**src/rtl/datacache_if.sv**
```systemverilog
// Pipeline memory-stage and backing-memory signals of the data cache.
// The slave view is the cache itself; the master view is its environment.
interface datacache_if #(
   parameter int WA = 32,
   parameter int WD = 32
) ();
   logic [WA-1:0] aluresultM;
   logic          memreadM;
   logic          memwriteM;
   logic [2:0]    funct3M;
   logic [WD-1:0] writedataM;
   logic [WD-1:0] readdataM;
   logic          stall;
   logic          mem_req;
   logic          mem_we;
   logic [WA-1:0] mem_addr;
   logic [2:0]    mem_funct3;
   logic [WD-1:0] mem_wdata;
   logic [WD-1:0] mem_rdata;
   logic          mem_ack;

   modport slave (
      input  aluresultM, memreadM, memwriteM, funct3M, writedataM, mem_rdata, mem_ack,
      output readdataM, stall, mem_req, mem_we, mem_addr, mem_funct3, mem_wdata
   );

   modport master (
      output aluresultM, memreadM, memwriteM, funct3M, writedataM, mem_rdata, mem_ack,
      input  readdataM, stall, mem_req, mem_we, mem_addr, mem_funct3, mem_wdata
   );
endinterface

```
**src/rtl/datacache.sv**
```systemverilog
// Direct-mapped, write-through, no-write-allocate data cache, one word per line.
//   state | meaning
//   IDLE  | serve load hits, accept a miss or store
//   FILL  | word read from backing memory, line refilled on ack
//   WRITE | store forwarded to backing memory, line merged on ack if it hits
module datacache #(
   parameter int WA  = 32,
   parameter int WD  = 32,
   parameter int IDX = 3
) (
   input logic        clk,
   input logic        rst,
   datacache_if.slave bus
);
   localparam int TW    = WA - IDX - 2;
   localparam int LINES = 2 ** IDX;

   localparam logic [1:0] IDLE  = 2'd0;
   localparam logic [1:0] FILL  = 2'd1;
   localparam logic [1:0] WRITE = 2'd2;

   logic [1:0]       state;
   logic             wr_done;
   logic [LINES-1:0] valid;
   logic [TW-1:0]    tag_arr  [LINES];
   logic [WD-1:0]    data_arr [LINES];
   logic [WA-1:0]    req_addr;
   logic [2:0]       req_f3;
   logic [WD-1:0]    req_wdata;

   logic [IDX-1:0] idx_in, idx_req;
   logic [TW-1:0]  tag_in, tag_req;
   logic           hit_in, hit_req;
   logic           stall_c;
   logic [WD-1:0]  rdata_c;

   assign idx_in  = bus.aluresultM[IDX+1:2];
   assign tag_in  = bus.aluresultM[WA-1:IDX+2];
   assign idx_req = req_addr[IDX+1:2];
   assign tag_req = req_addr[WA-1:IDX+2];
   assign hit_in  = valid[idx_in] && (tag_arr[idx_in] == tag_in);
   assign hit_req = valid[idx_req] && (tag_arr[idx_req] == tag_req);

   function automatic logic [WD-1:0] load_ext(input logic [WD-1:0] w, input logic [1:0] off,
                                              input logic [2:0] f3);
      logic [7:0]  b;
      logic [15:0] h;
      b = w[{off, 3'b000} +: 8];
      h = off[1] ? w[31:16] : w[15:0];
      case (f3)
         3'b000:  load_ext = {{(WD-8){b[7]}}, b};
         3'b001:  load_ext = {{(WD-16){h[15]}}, h};
         3'b100:  load_ext = {{(WD-8){1'b0}}, b};
         3'b101:  load_ext = {{(WD-16){1'b0}}, h};
         default: load_ext = w;
      endcase
   endfunction

   function automatic logic [WD-1:0] store_merge(input logic [WD-1:0] w, input logic [WD-1:0] wd,
                                                 input logic [1:0] off, input logic [2:0] f3);
      logic [WD-1:0] m;
      m = w;
      case (f3)
         3'b000:  m[{off, 3'b000} +: 8] = wd[7:0];
         3'b001:  begin
            if (off[1]) m[31:16] = wd[15:0];
            else        m[15:0]  = wd[15:0];
         end
         default: m = wd;
      endcase
      return m;
   endfunction

   // wr_done marks the IDLE cycle in which the completed store is still presented
   always_ff @(posedge clk or posedge rst) begin
      if (rst) begin
         state     <= IDLE;
         wr_done   <= 1'b0;
         valid     <= '0;
         req_addr  <= '0;
         req_f3    <= '0;
         req_wdata <= '0;
      end else begin
         case (state)
            IDLE: begin
               wr_done <= 1'b0;
               if (!wr_done) begin
                  if (bus.memwriteM) begin
                     req_addr  <= bus.aluresultM;
                     req_f3    <= bus.funct3M;
                     req_wdata <= bus.writedataM;
                     state     <= WRITE;
                  end else if (bus.memreadM && !hit_in) begin
                     req_addr  <= {bus.aluresultM[WA-1:2], 2'b00};
                     req_f3    <= 3'b010;
                     req_wdata <= bus.writedataM;
                     state     <= FILL;
                  end
               end
            end
            FILL: begin
               if (bus.mem_ack) begin
                  valid[idx_req] <= 1'b1;
                  state          <= IDLE;
               end
            end
            WRITE: begin
               if (bus.mem_ack) begin
                  wr_done <= 1'b1;
                  state   <= IDLE;
               end
            end
            default: state <= IDLE;
         endcase
      end
   end

   // tag and data arrays carry no reset; valid bits gate their use
   always_ff @(posedge clk) begin
      if (state == FILL && bus.mem_ack) begin
         data_arr[idx_req] <= bus.mem_rdata;
         tag_arr[idx_req]  <= tag_req;
      end else if (state == WRITE && bus.mem_ack && hit_req) begin
         data_arr[idx_req] <= store_merge(data_arr[idx_req], req_wdata, req_addr[1:0], req_f3);
      end
   end

   always_comb begin
      stall_c = 1'b0;
      rdata_c = '0;
      if (!rst) begin
         case (state)
            IDLE: begin
               if (!wr_done) begin
                  if (bus.memwriteM) begin
                     stall_c = 1'b1;
                  end else if (bus.memreadM) begin
                     if (hit_in) rdata_c = load_ext(data_arr[idx_in], bus.aluresultM[1:0], bus.funct3M);
                     else        stall_c = 1'b1;
                  end
               end
            end
            default: stall_c = 1'b1;
         endcase
      end
   end

   assign bus.stall      = stall_c;
   assign bus.readdataM  = rdata_c;
   assign bus.mem_req    = (state == FILL) || (state == WRITE);
   assign bus.mem_we     = (state == WRITE);
   assign bus.mem_addr   = req_addr;
   assign bus.mem_funct3 = req_f3;
   assign bus.mem_wdata  = req_wdata;
endmodule

```
**src/flat_wrapper.sv**
```systemverilog
// flat-port wrapper written by rule: the top's interface ports become plain ports
module datacache_flat 
#(
   parameter int WA  = 32,
   parameter int WD  = 32,
   parameter int IDX = 3
)
  (clk, rst, bus_aluresultM, bus_memreadM, bus_memwriteM, bus_funct3M, bus_writedataM, bus_mem_rdata, bus_mem_ack, bus_readdataM, bus_stall, bus_mem_req, bus_mem_we, bus_mem_addr, bus_mem_funct3, bus_mem_wdata);
  datacache_if #(.WA(WA), .WD(WD)) bus_i ();
  input logic clk;
  input logic rst;
  input wire logic [$bits(bus_i.aluresultM)-1:0] bus_aluresultM;
  input wire logic [$bits(bus_i.memreadM)-1:0] bus_memreadM;
  input wire logic [$bits(bus_i.memwriteM)-1:0] bus_memwriteM;
  input wire logic [$bits(bus_i.funct3M)-1:0] bus_funct3M;
  input wire logic [$bits(bus_i.writedataM)-1:0] bus_writedataM;
  input wire logic [$bits(bus_i.mem_rdata)-1:0] bus_mem_rdata;
  input wire logic [$bits(bus_i.mem_ack)-1:0] bus_mem_ack;
  output wire logic [$bits(bus_i.readdataM)-1:0] bus_readdataM;
  output wire logic [$bits(bus_i.stall)-1:0] bus_stall;
  output wire logic [$bits(bus_i.mem_req)-1:0] bus_mem_req;
  output wire logic [$bits(bus_i.mem_we)-1:0] bus_mem_we;
  output wire logic [$bits(bus_i.mem_addr)-1:0] bus_mem_addr;
  output wire logic [$bits(bus_i.mem_funct3)-1:0] bus_mem_funct3;
  output wire logic [$bits(bus_i.mem_wdata)-1:0] bus_mem_wdata;
  assign bus_i.aluresultM = bus_aluresultM;
  assign bus_i.memreadM = bus_memreadM;
  assign bus_i.memwriteM = bus_memwriteM;
  assign bus_i.funct3M = bus_funct3M;
  assign bus_i.writedataM = bus_writedataM;
  assign bus_i.mem_rdata = bus_mem_rdata;
  assign bus_i.mem_ack = bus_mem_ack;
  assign bus_readdataM = bus_i.readdataM;
  assign bus_stall = bus_i.stall;
  assign bus_mem_req = bus_i.mem_req;
  assign bus_mem_we = bus_i.mem_we;
  assign bus_mem_addr = bus_i.mem_addr;
  assign bus_mem_funct3 = bus_i.mem_funct3;
  assign bus_mem_wdata = bus_i.mem_wdata;
  datacache #(.WA(WA), .WD(WD), .IDX(IDX)) u_core (.clk(clk), .rst(rst), .bus(bus_i));
endmodule
```
**config.mk**
```make
export PLATFORM = sky130hd
export DESIGN_NAME = datacache_flat
export DESIGN_NICKNAME = d
export VERILOG_FILES = /design/src/rtl/datacache_if.sv /design/src/rtl/datacache.sv /design/src/flat_wrapper.sv
export SDC_FILE = /design/constraint.sdc
export NUM_CORES = 1
export LEC_CHECK = 0
export CAP_MARGIN = 20
export CORE_MARGIN = 10
export CORE_UTILIZATION = 40
export CTS_BUF_LIST = sky130_fd_sc_hd__clkbuf_8
export CTS_CLUSTER_DIAMETER = 120
export CTS_CLUSTER_SIZE = 28
export DETAILED_ROUTE_END_ITERATION = 12
export PLACE_DENSITY = 0.58
export SLEW_MARGIN = 10
export SYNTH_ARGS = -nofsm -noshare
export SYNTH_HDL_FRONTEND = slang
export SYNTH_SLANG_ARGS = --single-unit
```
**constraint.sdc**
```tcl
create_clock -name clk -period 10.6 [get_ports clk]
set_input_delay 1.06 -clock clk [delete_from_list [all_inputs] [get_ports clk]]
set_output_delay 1.06 -clock clk [all_outputs]
set_load 0.02 [all_outputs]
```
==> results <==
- TritonCTS built the clock tree.
- The critical path data required time is 9540 ps.
- The highest net fanout along the worst path is 61.
- The global routing usage summed across all routing layers is 0.226.
- Across all layers, the routed design uses 18400 vias.
- The number of H-tree levels is 1.
- Dividing the detail-routed wire length by the instance count gives 32.3 microns.
- Synthesis produced a netlist with a net count of 1912.
- Headroom to the max-slew limit came out at 0.148.
- Setup repair after global routing left no endpoint under its margin.
- The sequential cell area fraction in the yosys report is 0.597.
- Counting along the longest clock path gives a buffer depth of 3.
- The run finished with clean final reports.
- During synthesis, Yosys emitted a total of 0 warnings.
- Summed over all failing endpoints, the final setup total negative slack is 0 ps.
- The total count of max-transition violations in the final report came to 0.
- The signal on the critical path passes through buf_6, buf_4, mux2i_1, mux4_2, xor2_1, nor4b_1, nand4_1, nand4b_1, a21oi_1, clkdlybuf4s50_1.
- The clock tree root driver cell is sky130_fd_sc_hd__clkbuf_8.
- The top cell types in the final layout, fill and taps aside, are sky130_fd_sc_hd__edfxtp_1, sky130_fd_sc_hd__clkdlybuf4s50_1, sky130_fd_sc_hd__mux2i_1.
- Buffers placed on the I/O ports in this run total 205.
- The width of the die is 280 microns.
- The clock latency on the worst-skew pair is 700 ps.
- The post-detailed-route count of antenna-violating nets is 0.
- The half-perimeter wire length after detailed placement is 58.7 mm.
- Gates resized during post-CTS repair numbered 0.
- Synthesis produced a netlist whose cell count is 1800.
- The worst clock skew is 66.0 ps.
- The critical path is of the in2out type.
- Leaving out fill and tap cells, the most frequent cell in the layout is sky130_fd_sc_hd__edfxtp_1.
- The die is 280 microns tall.
- The floorplan step defined a die boundary enclosing 78300 sq um.
- For this run, the slowest stage of the critical path takes 980 ps.
- STA classifies the critical path endpoint as a primary output.
- The routability congestion estimate is 0.869.
- The core outline area is 67000 sq um.
- After the last flow step, the layout net total stands at 2062.
- The area growth from synthesis to layout is 13.0%.
- In the finished design, the share of the clock period the worst path needs comes to 0.706.
- The number of inserted filler cells in the final layout is 5907.
- The maximum resistive drop on vdd is 0.142 mV.
- The primary flip-flop cell chosen by synthesis mapping is sky130_fd_sc_hd__edfxtp_1.
- The number of CTS-inserted buffers is 24.
- The kind of cell adding the most delay to the critical path is buffers and inverters.
- The total congestion overflow after global routing is 0.
- The fraction of final layout cells with drive strength greater than 1 is 0.186.
- The startpoint of the most critical register-to-register path is u_core.bus.mem_addr[4]$_DFFE_PP0P_.
- The first-pass detailed-route iteration total is 5.
- The initial DRC count is 2386.
- The launch instance of the worst min-delay path is u_core.valid[5]$_DFFE_PP0P_.
- The count of standard-cell rows is 95.
- The worst setup path is launched from a primary input.
- The static power due to leakage is 10.2 nW.
- The worst-path cell with the longest stage delay is sky130_fd_sc_hd__nand4b_1.
- For this design, the sink count on the clock tree is 550.
- The final count of hold timing violations is 0.
- The final number of setup-violating endpoints is 0.
- The launching instance or port of the critical path is bus_aluresultM[2].
- The number of antenna violations at the first check in global routing is 4.
- The vias per cell is 6.46.
- The number of enable-type register cells in the synthesized netlist is 472.
- The post-CTS setup-driven buffer insertion count is 0.
- For this run, the top clock speed supported by timing is 134 MHz.
- In this run the worst hold path is classified as reg2reg.
- The top-level I/O count is 206.
- The clock-pin slew reported for the worst setup and hold paths after clock tree synthesis is 170 ps.
- The maximum number of pins on one net before global-route repair is 79.
- The number of buffers inserted by hold repair at cts is 0.
- The power per cell area is 233 nW/um^2.
- The critical path arrival is 6420 ps.
- The synthesized design contains 550 register bits.
- The post-synthesis area per instance is 15.0 sq um.
- The async set-reset flop share out of synthesis is 0.142.
- The count of maximum capacitance violations is 0.
- The effective utilization at floorplan is 0.403.
- The remaining design rule violation count is 0.
- The power consumption is 0.00711 W.
- Together, buffers and inverters on the worst path number 3.
- The via count of the first global-routing pass came to 18400.
- The synthesized area is 27000 sq um.
- The routed design has 91.7 mm of wire.
- The actual transition at the worst max-transition pin is 1270 ps.
- The number of library cell types mapped by synthesis is 64.
- The first global-routing pass estimated 131 mm of wire.
- The final period demand of the worst path is 7480 ps.
[per-layer routing]
layer / wire length (microns) / share of wire / global-route usage
met1: 37400 / 0.41 / 0.308
met4: 2870 / 0.031 / 0.0700
met5: 13 / 0.00014 / 0
met3: 8170 / 0.089 / 0.0392
met2: 43300 / 0.47 / 0.365
[registers in the layout (all words and copies together), names as in the netlist]
register               cells
u_core.valid               8
u_core.bus.mem_wdata      32
u_core.tag_arr           216
u_core.bus.mem_funct3      3
u_core.state               2
u_core.bus.mem_addr       32
u_core.data_arr          256
u_core.wr_done             1
[cell families (layout without fill, tap and decap cells)]
| group | after synthesis | in the layout | synth area share |
|---|---|---|---|
| flops | 550 | 550 | 0.597 |
| simple gates | 266 | 266 | 0.0496 |
| xor+xnor | 47 | 47 | 0.0152 |
| buf+inv | 153 | 320 | 0.0259 |
| mux | 374 | 374 | 0.199 |
| other cells | 0 | 3 | 0 |
| fa+ha+maj | 8 | 8 | 0.00371 |
| compound gates | 402 | 402 | 0.110 |
[power by group]
| group | leakage (nW) | switching (W) | internal [W] | total (W) |
|---|---|---|---|---|
| sequential | 5.17 | 0.000475 | 0.00269 | 0.00317 |
| combinational | 4.75 | 0.00180 | 0.00125 | 0.00305 |
| clock | 0.285 | 0.000662 | 0.000238 | 0.000899 |
| total | 10.2 | 0.00293 | 0.00418 | 0.00711 |
[path summary, 6_finish.rpt]
| check | endpoint | slack [ps] | cells past startpoint |
|---|---|---|---|
| min reg2reg | u_core.valid[5]$_DFFE_PP0P_ | 520 | 2 |
| min in group asynchronous | u_core.bus.mem_addr[30]$_DFFE_PP0P_ | 910 | 2 |
| max | bus_readdataM[21] | 3120 | 10 |
| min | u_core.valid[5]$_DFFE_PP0P_ | 520 | 2 |
| max in group asynchronous | u_core.bus.mem_addr[3]$_DFFE_PP0P_ | 8350 | 3 |
| max reg2reg | u_core.data_arr[6][28]$_DFFE_PP_ | 4770 | 11 |
[final cells by class]
cell class,instances,area (sq um),area share
antenna,3,7.51,0.000246
clock buffer,26,358,0.0117
sequential,550,16100,0.529
tap,873,1090,0.0358
multi-input combinational,1097,10300,0.337
timing repair buffer,254,2440,0.0799
clock inverter,17,103,0.00336
inverter,23,88.8,0.00291
[cell usage after synthesis (50+ instances only)]
| library cell | count | share of area |
|---|---|---|
| sky130_fd_sc_hd__nand2_1 | 83 | 0.012 |
| sky130_fd_sc_hd__mux4_2 | 109 | 0.091 |
| sky130_fd_sc_hd__a22oi_1 | 123 | 0.034 |
| sky130_fd_sc_hd__mux2i_1 | 135 | 0.050 |
| sky130_fd_sc_hd__a221oi_1 | 65 | 0.021 |
| sky130_fd_sc_hd__mux2_2 | 104 | 0.043 |
| sky130_fd_sc_hd__dfrtp_1 | 78 | 0.072 |
| sky130_fd_sc_hd__a21oi_1 | 53 | 0.0098 |
| sky130_fd_sc_hd__edfxtp_1 | 472 | 0.52 |
| sky130_fd_sc_hd__nor2_1 | 61 | 0.0085 |
| sky130_fd_sc_hd__buf_2 | 50 | 0.0093 |
| sky130_fd_sc_hd__clkbuf_1 | 58 | 0.0081 |
[stage by stage]
step	cells	hold WS, ps	setup slack, ps	instance area [sq um]	utilization
2_1_floorplan	1800	448	5310	27000	-
3_3_place_gp	2794	467	3300	30000	0.447
3_5_place_dp	2794	483	3280	30000	0.447
4_1_cts	2837	521	3270	30500	0.454
5_1_grt	2843	548	2830	30500	0.455
6_report	2843	515	3120	30500	0.455
[worst register-to-register path, delay by kind of cell (launching register included)]
kind / cells / cell delay [ps]
multiplexers: 1 / 790
AO/OA/AOI/OAI: 2 / 460
buffers and inverters: 3 / 1700
flip-flops: 1 / 1070
AND/OR/NAND/NOR: 4 / 1400
XOR/XNOR: 1 / 130
(Power assumes the default switching activity.)
